<file path="config.mk">
export PLATFORM = sky130hd
export DESIGN_NAME = eu_operand_fetcher_flat
export DESIGN_NICKNAME = d
export VERILOG_FILES = /design/src/rtl/eu_operand_fetcher_pkg.sv /design/src/rtl/eu_operand_fetcher_if.sv /design/src/rtl/eu_operand_fetcher_port.sv /design/src/rtl/eu_operand_fetcher.sv /design/src/flat_wrapper.sv
export SDC_FILE = /design/constraint.sdc
export NUM_CORES = 1
export LEC_CHECK = 0
export ABC_AREA = 1
export CAP_MARGIN = 40
export CORE_UTILIZATION = 40
export CTS_BUF_LIST = sky130_fd_sc_hd__clkbuf_4 sky130_fd_sc_hd__clkbuf_8 sky130_fd_sc_hd__clkbuf_16
export CTS_CLUSTER_DIAMETER = 30
export DETAILED_ROUTE_END_ITERATION = 8
export PLACE_DENSITY_LB_ADDON = 0.05
export SLEW_MARGIN = 20
export SYNTH_ARGS = -nofsm -noshare
export SYNTH_HDL_FRONTEND = slang
export SYNTH_SLANG_ARGS = --single-unit
export TNS_END_PERCENT = 100
</file>
<file path="constraint.sdc">
create_clock -name clk -period 1.9 [get_ports clk]
set_clock_uncertainty 0.1 [all_clocks]
set_input_delay 0.38 -clock clk [delete_from_list [all_inputs] [get_ports clk]]
set_output_delay 0.38 -clock clk [all_outputs]
set_load 0.01 [all_outputs]
</file>
<file path="src/rtl/eu_operand_fetcher_pkg.sv">
// Shared exec-unit datatypes plus the operand fetcher's state and latched-instruction types.
package eu_operand_fetcher_pkg;
    localparam int ADDR_W        = 6;
    localparam int DATA_W        = 16;
    localparam int OPFETCH_OPC_W = 4;

    typedef logic [ADDR_W-1:0] type_alu_local_addr;
    typedef logic [DATA_W-1:0] type_exec_unit_data;

    typedef enum logic [1:0] {IDLE, FETCH, EXEC, WB} type_opfetch_state;

    typedef struct packed {
        type_alu_local_addr         op0_addr;
        type_alu_local_addr         op1_addr;
        type_alu_local_addr         dst_addr;
        logic [OPFETCH_OPC_W-1:0]   opcode;
    } type_opfetch_instr;
endpackage

</file>
<file path="src/rtl/eu_operand_fetcher_if.sv">
// Y-buffer operand read / result store bundle; master is the fetcher, slave is the y-buffer.
interface eu_operand_fetcher_if;
    import eu_operand_fetcher_pkg::*;

    type_alu_local_addr op0_req_addr_o;
    type_alu_local_addr op1_req_addr_o;
    logic               op0_req_addr_valid_o;
    logic               op1_req_addr_valid_o;
    type_exec_unit_data op0_data_i;
    type_exec_unit_data op1_data_i;
    logic               op0_data_success_i;
    logic               op1_data_success_i;
    type_alu_local_addr result_addr_o;
    type_exec_unit_data result_data_o;
    logic               result_valid_o;
    logic               result_success_i;

    modport master (
        output op0_req_addr_o, op1_req_addr_o, op0_req_addr_valid_o, op1_req_addr_valid_o,
        output result_addr_o, result_data_o, result_valid_o,
        input  op0_data_i, op1_data_i, op0_data_success_i, op1_data_success_i,
        input  result_success_i
    );

    modport slave (
        input  op0_req_addr_o, op1_req_addr_o, op0_req_addr_valid_o, op1_req_addr_valid_o,
        input  result_addr_o, result_data_o, result_valid_o,
        output op0_data_i, op1_data_i, op0_data_success_i, op1_data_success_i,
        output result_success_i
    );
endinterface

</file>
<file path="src/rtl/eu_operand_fetcher_port.sv">
// One operand read channel: pending flag, registered request for the 1-cycle response, data latch.
module eu_operand_port
    import eu_operand_fetcher_pkg::*;
(
    input  logic               clk,
    input  logic               reset_n,
    input  logic               start,
    input  logic               fetching,
    input  type_exec_unit_data data_i,
    input  logic               success_i,
    output logic               req_valid_o,
    output logic               pend_o,
    output logic               hit_o,
    output type_exec_unit_data data_o
);
    logic               pend_q;
    logic               req_q;
    type_exec_unit_data data_q;

    // A success only counts when it answers last cycle's request; the
    // answered cycle itself already drops the request so it is not re-issued.
    assign hit_o       = fetching & pend_q & req_q & success_i;
    assign req_valid_o = fetching & pend_q & ~(req_q & success_i);
    assign pend_o      = pend_q;
    assign data_o      = data_q;

    always_ff @(posedge clk) begin
        if (!reset_n) begin
            pend_q <= 1'b0;
            req_q  <= 1'b0;
            data_q <= '0;
        end else begin
            req_q <= req_valid_o;
            if (start) begin
                pend_q <= 1'b1;
                req_q  <= 1'b0;
            end else if (hit_o) begin
                pend_q <= 1'b0;
                data_q <= data_i;
            end
        end
    end
endmodule

</file>
<file path="src/rtl/eu_operand_fetcher.sv">
// Exec-unit operand fetcher: reads two operands from the y-buffer, hands them to the ALU, stores the result.
module eu_operand_fetcher
    import eu_operand_fetcher_pkg::*;
#(
    parameter int OPC_W       = 4,
    parameter int RETRY_W     = 4,
    parameter int MAX_RETRIES = 8
) (
    input  logic               clk,
    input  logic               reset_n,
    input  logic               instr_valid_i,
    output logic               instr_ready_o,
    input  type_alu_local_addr instr_op0_addr_i,
    input  type_alu_local_addr instr_op1_addr_i,
    input  type_alu_local_addr instr_dst_addr_i,
    input  logic [OPC_W-1:0]   instr_opcode_i,
    output logic               alu_valid_o,
    output logic [OPC_W-1:0]   alu_opcode_o,
    output type_exec_unit_data alu_a_o,
    output type_exec_unit_data alu_b_o,
    input  type_exec_unit_data alu_result_i,
    input  logic               alu_result_valid_i,
    output logic               fetch_timeout_o,
    output logic               busy_o,
    eu_operand_fetcher_if.master ybuf
);
    type_opfetch_state  state_q;
    type_opfetch_instr  instr_q;
    type_exec_unit_data result_q;
    logic [RETRY_W-1:0] retry_q;
    logic               timeout_q;

    logic start, fetching, fetch_done;
    logic pend0, pend1, hit0, hit1;

    assign start    = (state_q == IDLE) & instr_valid_i;
    assign fetching = (state_q == FETCH);

    eu_operand_port u_port0 (
        .clk(clk), .reset_n(reset_n), .start(start), .fetching(fetching),
        .data_i(ybuf.op0_data_i), .success_i(ybuf.op0_data_success_i),
        .req_valid_o(ybuf.op0_req_addr_valid_o), .pend_o(pend0), .hit_o(hit0), .data_o(alu_a_o)
    );

    eu_operand_port u_port1 (
        .clk(clk), .reset_n(reset_n), .start(start), .fetching(fetching),
        .data_i(ybuf.op1_data_i), .success_i(ybuf.op1_data_success_i),
        .req_valid_o(ybuf.op1_req_addr_valid_o), .pend_o(pend1), .hit_o(hit1), .data_o(alu_b_o)
    );

    // Both operands settled this cycle, whether earlier or right now.
    assign fetch_done = fetching & (~pend0 | hit0) & (~pend1 | hit1);

    always_ff @(posedge clk) begin
        if (!reset_n) begin
            state_q   <= IDLE;
            instr_q   <= '0;
            result_q  <= '0;
            retry_q   <= '0;
            timeout_q <= 1'b0;
        end else begin
            timeout_q <= 1'b0;
            case (state_q)
                IDLE: begin
                    if (instr_valid_i) begin
                        instr_q <= '{op0_addr: instr_op0_addr_i, op1_addr: instr_op1_addr_i,
                                     dst_addr: instr_dst_addr_i, opcode: instr_opcode_i};
                        retry_q <= '0;
                        state_q <= FETCH;
                    end
                end
                FETCH: begin
                    if (fetch_done) begin
                        state_q <= EXEC;
                    end else if (retry_q == RETRY_W'(MAX_RETRIES - 1)) begin
                        // Timeout is only reported; the fetch keeps retrying.
                        timeout_q <= 1'b1;
                        retry_q   <= '0;
                    end else begin
                        retry_q <= retry_q + 1'b1;
                    end
                end
                EXEC: begin
                    if (alu_result_valid_i) begin
                        result_q <= alu_result_i;
                        state_q  <= WB;
                    end
                end
                WB: begin
                    if (ybuf.result_success_i) state_q <= IDLE;
                end
                default: state_q <= IDLE;
            endcase
        end
    end

    assign instr_ready_o       = (state_q == IDLE);
    assign busy_o              = (state_q != IDLE);
    assign alu_valid_o         = (state_q == EXEC);
    assign alu_opcode_o        = instr_q.opcode;
    assign fetch_timeout_o     = timeout_q;
    assign ybuf.op0_req_addr_o = instr_q.op0_addr;
    assign ybuf.op1_req_addr_o = instr_q.op1_addr;
    assign ybuf.result_valid_o = (state_q == WB);
    assign ybuf.result_addr_o  = instr_q.dst_addr;
    assign ybuf.result_data_o  = result_q;
endmodule

</file>
<file path="src/flat_wrapper.sv">
// flat-port wrapper written by rule: the top's interface ports become plain ports
module eu_operand_fetcher_flat import eu_operand_fetcher_pkg::*;
#(
    parameter int OPC_W       = 4,
    parameter int RETRY_W     = 4,
    parameter int MAX_RETRIES = 8
)
  (clk, reset_n, instr_valid_i, instr_ready_o, instr_op0_addr_i, instr_op1_addr_i, instr_dst_addr_i, instr_opcode_i, alu_valid_o, alu_opcode_o, alu_a_o, alu_b_o, alu_result_i, alu_result_valid_i, fetch_timeout_o, busy_o, ybuf_op0_req_addr_o, ybuf_op1_req_addr_o, ybuf_op0_req_addr_valid_o, ybuf_op1_req_addr_valid_o, ybuf_result_addr_o, ybuf_result_data_o, ybuf_result_valid_o, ybuf_op0_data_i, ybuf_op1_data_i, ybuf_op0_data_success_i, ybuf_op1_data_success_i, ybuf_result_success_i);
  eu_operand_fetcher_if ybuf_i ();
  input  logic clk;
  input  logic reset_n;
  input  logic instr_valid_i;
  output logic instr_ready_o;
  input  type_alu_local_addr instr_op0_addr_i;
  input  type_alu_local_addr instr_op1_addr_i;
  input  type_alu_local_addr instr_dst_addr_i;
  input  logic [OPC_W-1:0] instr_opcode_i;
  output logic alu_valid_o;
  output logic [OPC_W-1:0] alu_opcode_o;
  output type_exec_unit_data alu_a_o;
  output type_exec_unit_data alu_b_o;
  input  type_exec_unit_data alu_result_i;
  input  logic alu_result_valid_i;
  output logic fetch_timeout_o;
  output logic busy_o;
  output wire logic [$bits(ybuf_i.op0_req_addr_o)-1:0] ybuf_op0_req_addr_o;
  output wire logic [$bits(ybuf_i.op1_req_addr_o)-1:0] ybuf_op1_req_addr_o;
  output wire logic [$bits(ybuf_i.op0_req_addr_valid_o)-1:0] ybuf_op0_req_addr_valid_o;
  output wire logic [$bits(ybuf_i.op1_req_addr_valid_o)-1:0] ybuf_op1_req_addr_valid_o;
  output wire logic [$bits(ybuf_i.result_addr_o)-1:0] ybuf_result_addr_o;
  output wire logic [$bits(ybuf_i.result_data_o)-1:0] ybuf_result_data_o;
  output wire logic [$bits(ybuf_i.result_valid_o)-1:0] ybuf_result_valid_o;
  input wire logic [$bits(ybuf_i.op0_data_i)-1:0] ybuf_op0_data_i;
  input wire logic [$bits(ybuf_i.op1_data_i)-1:0] ybuf_op1_data_i;
  input wire logic [$bits(ybuf_i.op0_data_success_i)-1:0] ybuf_op0_data_success_i;
  input wire logic [$bits(ybuf_i.op1_data_success_i)-1:0] ybuf_op1_data_success_i;
  input wire logic [$bits(ybuf_i.result_success_i)-1:0] ybuf_result_success_i;
  assign ybuf_op0_req_addr_o = ybuf_i.op0_req_addr_o;
  assign ybuf_op1_req_addr_o = ybuf_i.op1_req_addr_o;
  assign ybuf_op0_req_addr_valid_o = ybuf_i.op0_req_addr_valid_o;
  assign ybuf_op1_req_addr_valid_o = ybuf_i.op1_req_addr_valid_o;
  assign ybuf_result_addr_o = ybuf_i.result_addr_o;
  assign ybuf_result_data_o = ybuf_i.result_data_o;
  assign ybuf_result_valid_o = ybuf_i.result_valid_o;
  assign ybuf_i.op0_data_i = ybuf_op0_data_i;
  assign ybuf_i.op1_data_i = ybuf_op1_data_i;
  assign ybuf_i.op0_data_success_i = ybuf_op0_data_success_i;
  assign ybuf_i.op1_data_success_i = ybuf_op1_data_success_i;
  assign ybuf_i.result_success_i = ybuf_result_success_i;
  eu_operand_fetcher #(.OPC_W(OPC_W), .RETRY_W(RETRY_W), .MAX_RETRIES(MAX_RETRIES)) u_core (.clk(clk), .reset_n(reset_n), .instr_valid_i(instr_valid_i), .instr_ready_o(instr_ready_o), .instr_op0_addr_i(instr_op0_addr_i), .instr_op1_addr_i(instr_op1_addr_i), .instr_dst_addr_i(instr_dst_addr_i), .instr_opcode_i(instr_opcode_i), .alu_valid_o(alu_valid_o), .alu_opcode_o(alu_opcode_o), .alu_a_o(alu_a_o), .alu_b_o(alu_b_o), .alu_result_i(alu_result_i), .alu_result_valid_i(alu_result_valid_i), .fetch_timeout_o(fetch_timeout_o), .busy_o(busy_o), .ybuf(ybuf_i));
endmodule
</file>
==> results of run 1 <==
state kept, by name (all words and copies together) (netlist names):
register	count
u_core.u_port0.data_o	16
u_core.ybuf.op0_req_addr_o	6
u_core.u_port1.data_o	16
u_core.retry_q	4
u_core.u_port0.req_q	1
u_core.fetch_timeout_o	1
u_core.state_q	2
u_core.u_port1.pend_o	1
u_core.alu_opcode_o	4
u_core.ybuf.result_data_o	16
u_core.u_port0.pend_o	1
u_core.ybuf.result_addr_o	6
u_core.u_port1.req_q	1
u_core.ybuf.op1_req_addr_o	6
metal layers:
layer  share of wire, %  global-route usage, %  routed length [µm]
met1                 41                   24.4                3310
met2                 47                   35.7                3780
met3                 11                   7.66                 851
met4                1.4                   8.23                 110
met5                  0                      0                   0
layout make-up:
class	count	area share (%)
inverter	16	1.25
clock inverter	5	1.70
sequential	81	32.4
tap	99	2.47
multi-input combinational	273	25.5
timing repair buffer	175	33.7
clock buffer	11	3.02
layout by cell type, fill, tap and decap left out, types with 2 or more instances in the layout:
master	synthesis	routed
nor2_1	143	143
buf_4	0	21
inv_2	3	4
nor3_1	2	2
inv_6	0	2
dfxtp_1	81	80
nor2_2	10	10
nand3_1	7	7
clkbuf_8	0	11
inv_1	12	11
a21oi_1	8	8
ha_4	0	2
o21ai_1	10	10
dlygate4sd2_1	0	4
clkdlybuf4s50_1	0	146
bufinv_16	0	2
nand2_1	18	18
clkbuf_2	1	2
ha_1	5	3
o21ai_0	60	60
nor4_1	2	2
metrics by stage:
| step | total power [mW] | cells | hold WS (ns) | utilization (%) | cell area [µm²] |
|---|---|---|---|---|---|
| 5_1_grt | 5.59 | 660 | 0.229 | 68.8 | 5010 |
| 2_1_floorplan | 2.89 | 388 | 0.358 | - | 3020 |
| 6_report | 5.25 | 660 | 0.210 | 68.8 | 5010 |
| 3_5_place_dp | 3.82 | 644 | 0.371 | 65.3 | 4760 |
| 4_1_cts | 5.27 | 660 | 0.199 | 68.7 | 5010 |
| 3_3_place_gp | 3.77 | 644 | 0.363 | 65.3 | 4760 |
worst paths after layout:
kind                                                 endpoint  cells after the start  slack [ns]                     startpoint
worst max-delay path                                   busy_o                      4        0.10              u_core.state_q[1]
worst min-delay path            u_core.ybuf.op0_req_addr_o[3]                      3        0.21                        reset_n
worst max register to register      u_core.u_port0.data_o[15]                      9        0.22              u_core.state_q[1]
worst min register to register  u_core.ybuf.op1_req_addr_o[4]                      2        0.39  u_core.ybuf.op1_req_addr_o[4]
where the power goes:
group          leakage [nW]  switching, mW  internal (mW)
clock                 0.117          0.628          0.822
combinational          1.27          0.807          0.889
sequential            0.660          0.143           1.96
total                  2.05           1.58           3.67
critical path, cell delays in order, from the launching register on:
cell and delay, ns:
dfxtp_1 0.32, inv_1 0.13, ha_4 0.19, inv_1 0.06
dlygate4sd2_1 0.27
repair_timing:
item / CTS / global route
pin swaps: 0 / 0
endpoints found under the setup margin: 6 / 9
gates resized for setup: 10 / 7
hold endpoints to repair: 0 / 0
cells by family after synthesis:
logic type               Yosys count
XOR/XNOR                           2
flip-flops                        81
buffers and inverters             34
AND/OR/NAND/NOR                  186
AO/OA/AOI/OAI                     80
adder cells (fa/ha/maj)            5
==> flow_summary_export.csv, run 1 <==
group,metric,value,unit
outcome,status,"completed",
synth,synth_top_area_share,53.6,%
sta,fmax,0.557,GHz
cts,cts_buffer_depth,2,
sta,fin_crit_sh,94.5,%
power_and_ir_drop,ir_drop,0.423,mV
cts,cts_tree,"yes",
finish,multi_input_area,1280,µm²
worst_setup_path,cp_data_arrival_time,1.32,ns
synth,synth_area_leader_cell,"dfxtp_1",
route,routed_wl,8060,µm
worst_setup_path,worstPathRequired,1.42,ns
synth,synth_top_family_by_area,"simple AND/OR/NAND/NOR gates",
synth,async_reset_ff_share,0,%
route,drt.antenna.violating_nets,0,
route,via_per_inst,4.66,
cts,htreeDepth,3,
place,post-dp-hpwl,5900,µm
worst_setup_path,endpoint_kind,"output pin",
floorplan,coreArea,7290,µm²
sta,hold_violations,0,
cts,numClockSinks,81,
floorplan,fp.dieW,89.0,µm
grt,grt_start_max_net_pins,39,
worst_setup_path,worst_setup_path_start_kind,"flip-flop",
floorplan,io_pins,154,
synth,synth-simple-area-share,25.3,%
grt,grt_pass1_wl,12900,µm
grt,grt_pass1_vias,2857,
route,drcViolationCount,0,
finish,regArea,1630,µm²
finish,fillers,644,
synth,synth_seq_cells,81,
route,dr.first_iter.drc_count,73,
power_and_ir_drop,p_leak,2.05,nW
floorplan,die_y,89.0,µm
worst_setup_path,cp_max_fo,5,
route,wl_per_cell,12.2,µm
place,port_buffers,153,
synth,synth-main-ff-cell,"dfxtp_1",
place,dp_slack,-0.132,ns
grt,grt_usage,21.1,%
worst_setup_path,worstSetupPathType,"flip-flop to output pin",
synth,ys_top_cells_by_area,"dfxtp_1, nor2_1, o21ai_0",
synth,synthAdderAreaFrac,2.07,%
cts,cts-root-buf,"clkbuf_8",
synth,syn_area,3020,µm²
cts,numCtsBuffers,9,
floorplan,start_util,41.5,%
finish,diodes,0,
synth,yosysSeqAreaShare,53.6,%
sta,rsz0062_at_grt,"false",
sta,finalSetupTns,0,ns
sta,slew_violations,0,
cts,postCtsHoldBufs,0,
synth,synth_mux_area_share,0,%
synth,synth.avg_cell_area,7.79,µm²
synth,synth_edf_count,0,
synth,synthTopCellsByCount,"nor2_1, dfxtp_1, o21ai_0",
sta,fin_ws,0.105,ns
sta,period_needed,1.80,ns
run,maxCapViolCount,0,
sta,worst_pin_slew,0.422,ns
cts,clkTransAtPathRegs,0.09,ns
synth,synth_cells,388,
route,drt-pass1-iter-count,4,
route,vias,3076,
synth,yosys_warnings,0,
synth,synth_compound_area_share,13.4,%
floorplan,dieArea,7910,µm²
synth,yosysUniqueCellTypes,26,
cts,post_cts_buffers,0,
grt,grt_antenna_before_repair,0,
synth,synth_xor_area_share,0.579,%
finish,nets,638,
grt,gr-total-overflow,0,
power_and_ir_drop,powerDensity,1050,nW/µm²
floorplan,rows,31,
finish,area_growth,65.8,%
place,gp_congestion,0.734,
sta,finalSetupViolCount,0,
worst_hold_path,hp-class,"input pin to flip-flop",
synth,synth_nets,470,
synth,synth_most_common_cell,"nor2_1",
finish,drive_gt1_share,11.2,%
cts,clk_latency,0.34,ns
sta,slew_headroom,71.6,%
Note: power is estimated with default switching activity, not from simulation.
==> inputs of run 2 (changes only) <==
--- a/config.mk
+++ b/config.mk
@@ -10,6 +10,7 @@
 export CORE_UTILIZATION = 40
 export CTS_BUF_LIST = sky130_fd_sc_hd__clkbuf_4 sky130_fd_sc_hd__clkbuf_8 sky130_fd_sc_hd__clkbuf_16
 export CTS_CLUSTER_DIAMETER = 30
+export CTS_CLUSTER_SIZE = 24
 export DETAILED_ROUTE_END_ITERATION = 8
 export PLACE_DENSITY_LB_ADDON = 0.05
 export SLEW_MARGIN = 20
==> results of run 2 <==
Final layout, timing and power as in run 1 (identical DEF).
==> inputs of run 3 (changes only) <==
--- a/config.mk
+++ b/config.mk
@@ -7,6 +7,7 @@
 export LEC_CHECK = 0
 export ABC_AREA = 1
 export CAP_MARGIN = 40
+export CORE_MARGIN = 2
 export CORE_UTILIZATION = 40
 export CTS_BUF_LIST = sky130_fd_sc_hd__clkbuf_4 sky130_fd_sc_hd__clkbuf_8 sky130_fd_sc_hd__clkbuf_16
 export CTS_CLUSTER_DIAMETER = 30
==> run 3 against run 2 <==
Fmax decreased by 2.8%. Sequential share of layout area increased by 0.19 points. Setup slack got worse by 0.051 ns. Global-route usage decreased by 0.81 points. Combinational power about the same. Routed wire length increased by 3.9%. Flip-flop and latch count unchanged. Critical path type unchanged.
==> flow_summary_export.csv, run 3 (synthesis results as in run 1) <==
group,metric,value,unit
outcome,status,"completed",
finish,final_cell_mix,"clkdlybuf4s50_1, nor2_1, dfxtp_1",
floorplan,start_util,41.5,%
floorplan,rows,31,
cts,cts_buffer_depth,2,
power_and_ir_drop,ir_drop,0.473,mV
route,wl_per_cell,12.7,µm
finish,regArea,1620,µm²
sta,finalSetupViolCount,0,
grt,grt_antenna_before_repair,0,
power_and_ir_drop,seqPwrFrac,41.2,%
floorplan,coreArea,7290,µm²
power_and_ir_drop,powerDensity,1020,nW/µm²
cts,clk_latency,0.34,ns
route,drcViolationCount,0,
sta,slew_violations,0,
worst_setup_path,worstPathRequired,1.42,ns
place,gp_congestion,0.835,
grt,gr-total-overflow,0,
sta,hold_violations,0,
grt,grt_pass1_vias,2977,
cts,cts-root-buf,"clkbuf_8",
worst_setup_path,worst_setup_path_start_kind,"flip-flop",
power_and_ir_drop,swShare,30.4,%
route,drt-pass1-iter-count,4,
finish,area_growth,64.6,%
grt,grt_pass1_wl,13700,µm
place,port_buffers,153,
route,vias,3068,
cts,numClockSinks,81,
run,maxCapViolCount,0,
power_and_ir_drop,p_leak,2.03,nW
sta,worst_pin_slew,0.533,ns
place,post-dp-hpwl,5980,µm
cts,clkTransAtPathRegs,0.08,ns
finish,nets,636,
worst_setup_path,cp_data_arrival_time,1.37,ns
sta,rsz0062_at_grt,"true",
worst_setup_path,worstSetupPathType,"flip-flop to output pin",
route,routed_wl,8370,µm
worst_setup_path,cp_max_fo,5,
grt,grt_start_max_net_pins,54,
power_and_ir_drop,p_sw,1.54,mW
floorplan,die_y,91.0,µm
place,dp_slack,-0.136,ns
route,via_per_inst,4.66,
floorplan,io_pins,154,
route,dr.first_iter.drc_count,82,
power_and_ir_drop,p_int,3.54,mW
worst_hold_path,hp-class,"input pin to flip-flop",
route,drt.antenna.violating_nets,0,
floorplan,fp.dieW,91.0,µm
sta,fin_crit_sh,97.2,%
cts,htreeDepth,3,
power_and_ir_drop,power_frac_clock,25.8,%
sta,period_needed,1.85,ns
sta,slew_headroom,64.4,%
finish,layout_commonest_cell,"clkdlybuf4s50_1",
sta,fmax,0.542,GHz
sta,holdWs,0.355,ns
grt,grt_usage,20.3,%
cts,cts_tree,"yes",
finish,diodes,0,
floorplan,dieArea,8270,µm²
finish,drive_gt1_share,10.7,%
cts,numCtsBuffers,9,
cts,post_cts_buffers,0,
sta,fin_ws,0.0538,ns
power_and_ir_drop,combinationalPowerShare,33.0,%
finish,fillers,632,
worst_setup_path,endpoint_kind,"output pin",
finish,multi_input_area,1270,µm²
==> run 3: final timing paths <==
path                                     start                      endpoint  slack (ns)  cells past startpoint
hold / removal                         reset_n             u_core.retry_q[3]        0.35                      3
hold reg to reg   u_core.ybuf.result_addr_o[2]  u_core.ybuf.result_addr_o[2]        0.38                      2
setup / recovery             u_core.state_q[0]                        busy_o        0.05                      4
setup reg to reg             u_core.state_q[0]      u_core.u_port0.data_o[2]        0.16                      9
==> run 3: area by class of cell <==
type	count	area share [%]
Sequential cell	81	32.6
Timing Repair Buffer	173	33.9
Inverter	16	1.26
Clock buffer	12	3.32
Clock inverter	4	1.01
Multi-Input combinational cell	273	25.5
Tap cell	99	2.49
==> run 3: power groups by stage <==
stage	combinational [mW]	sequential (mW)	clock, mW
6_report	1.67	2.09	1.31
5_1_grt	1.83	2.13	1.42
4_1_cts	1.68	2.09	1.35
3_5_place_dp	1.70	2.13	0
3_3_place_gp	1.66	2.12	0
2_1_floorplan	0.670	2.22	0
==> run 3: what timing repair did <==
action	4_1_cts	5_1_grt
resized for setup	10	4
endpoints found under the setup margin	6	3
endpoints found under the hold margin	0	0
hold buffers	0	0
==> run 3: metrics by stage <==
stage / total power [mW] / instances / TNS, ns / utilization [%] / area (µm²)
2_1_floorplan: 2.89 / 388 / 0 / - / 3020
3_3_place_gp: 3.77 / 642 / -0.716 / 65.3 / 4760
3_5_place_dp: 3.82 / 642 / -1.03 / 65.3 / 4760
4_1_cts: 5.12 / 658 / 0 / 68.3 / 4980
5_1_grt: 5.38 / 658 / -0.0264 / 68.3 / 4980
6_report: 5.08 / 658 / 0 / 68.3 / 4980
==> run 3: metal layers <==
| metal | vias to the layer above | share of wire, % | GRT usage, % |
|---|---|---|---|
| li1 | 1569 | - | - |
| met5 | - | 0 | 0 |
| met2 | 105 | 47 | 32.8 |
| met3 | 11 | 9.0 | 8.46 |
| met4 | 0 | 1.6 | 7.07 |
| met1 | 1383 | 42 | 24.2 |
==> run 3: worst max-delay path, stage by stage, from the launching register on <==
cell           delay (ns)
dfxtp_2              0.38
inv_1                0.08
ha_2                 0.22
inv_1                0.08
dlygate4sd2_1        0.27
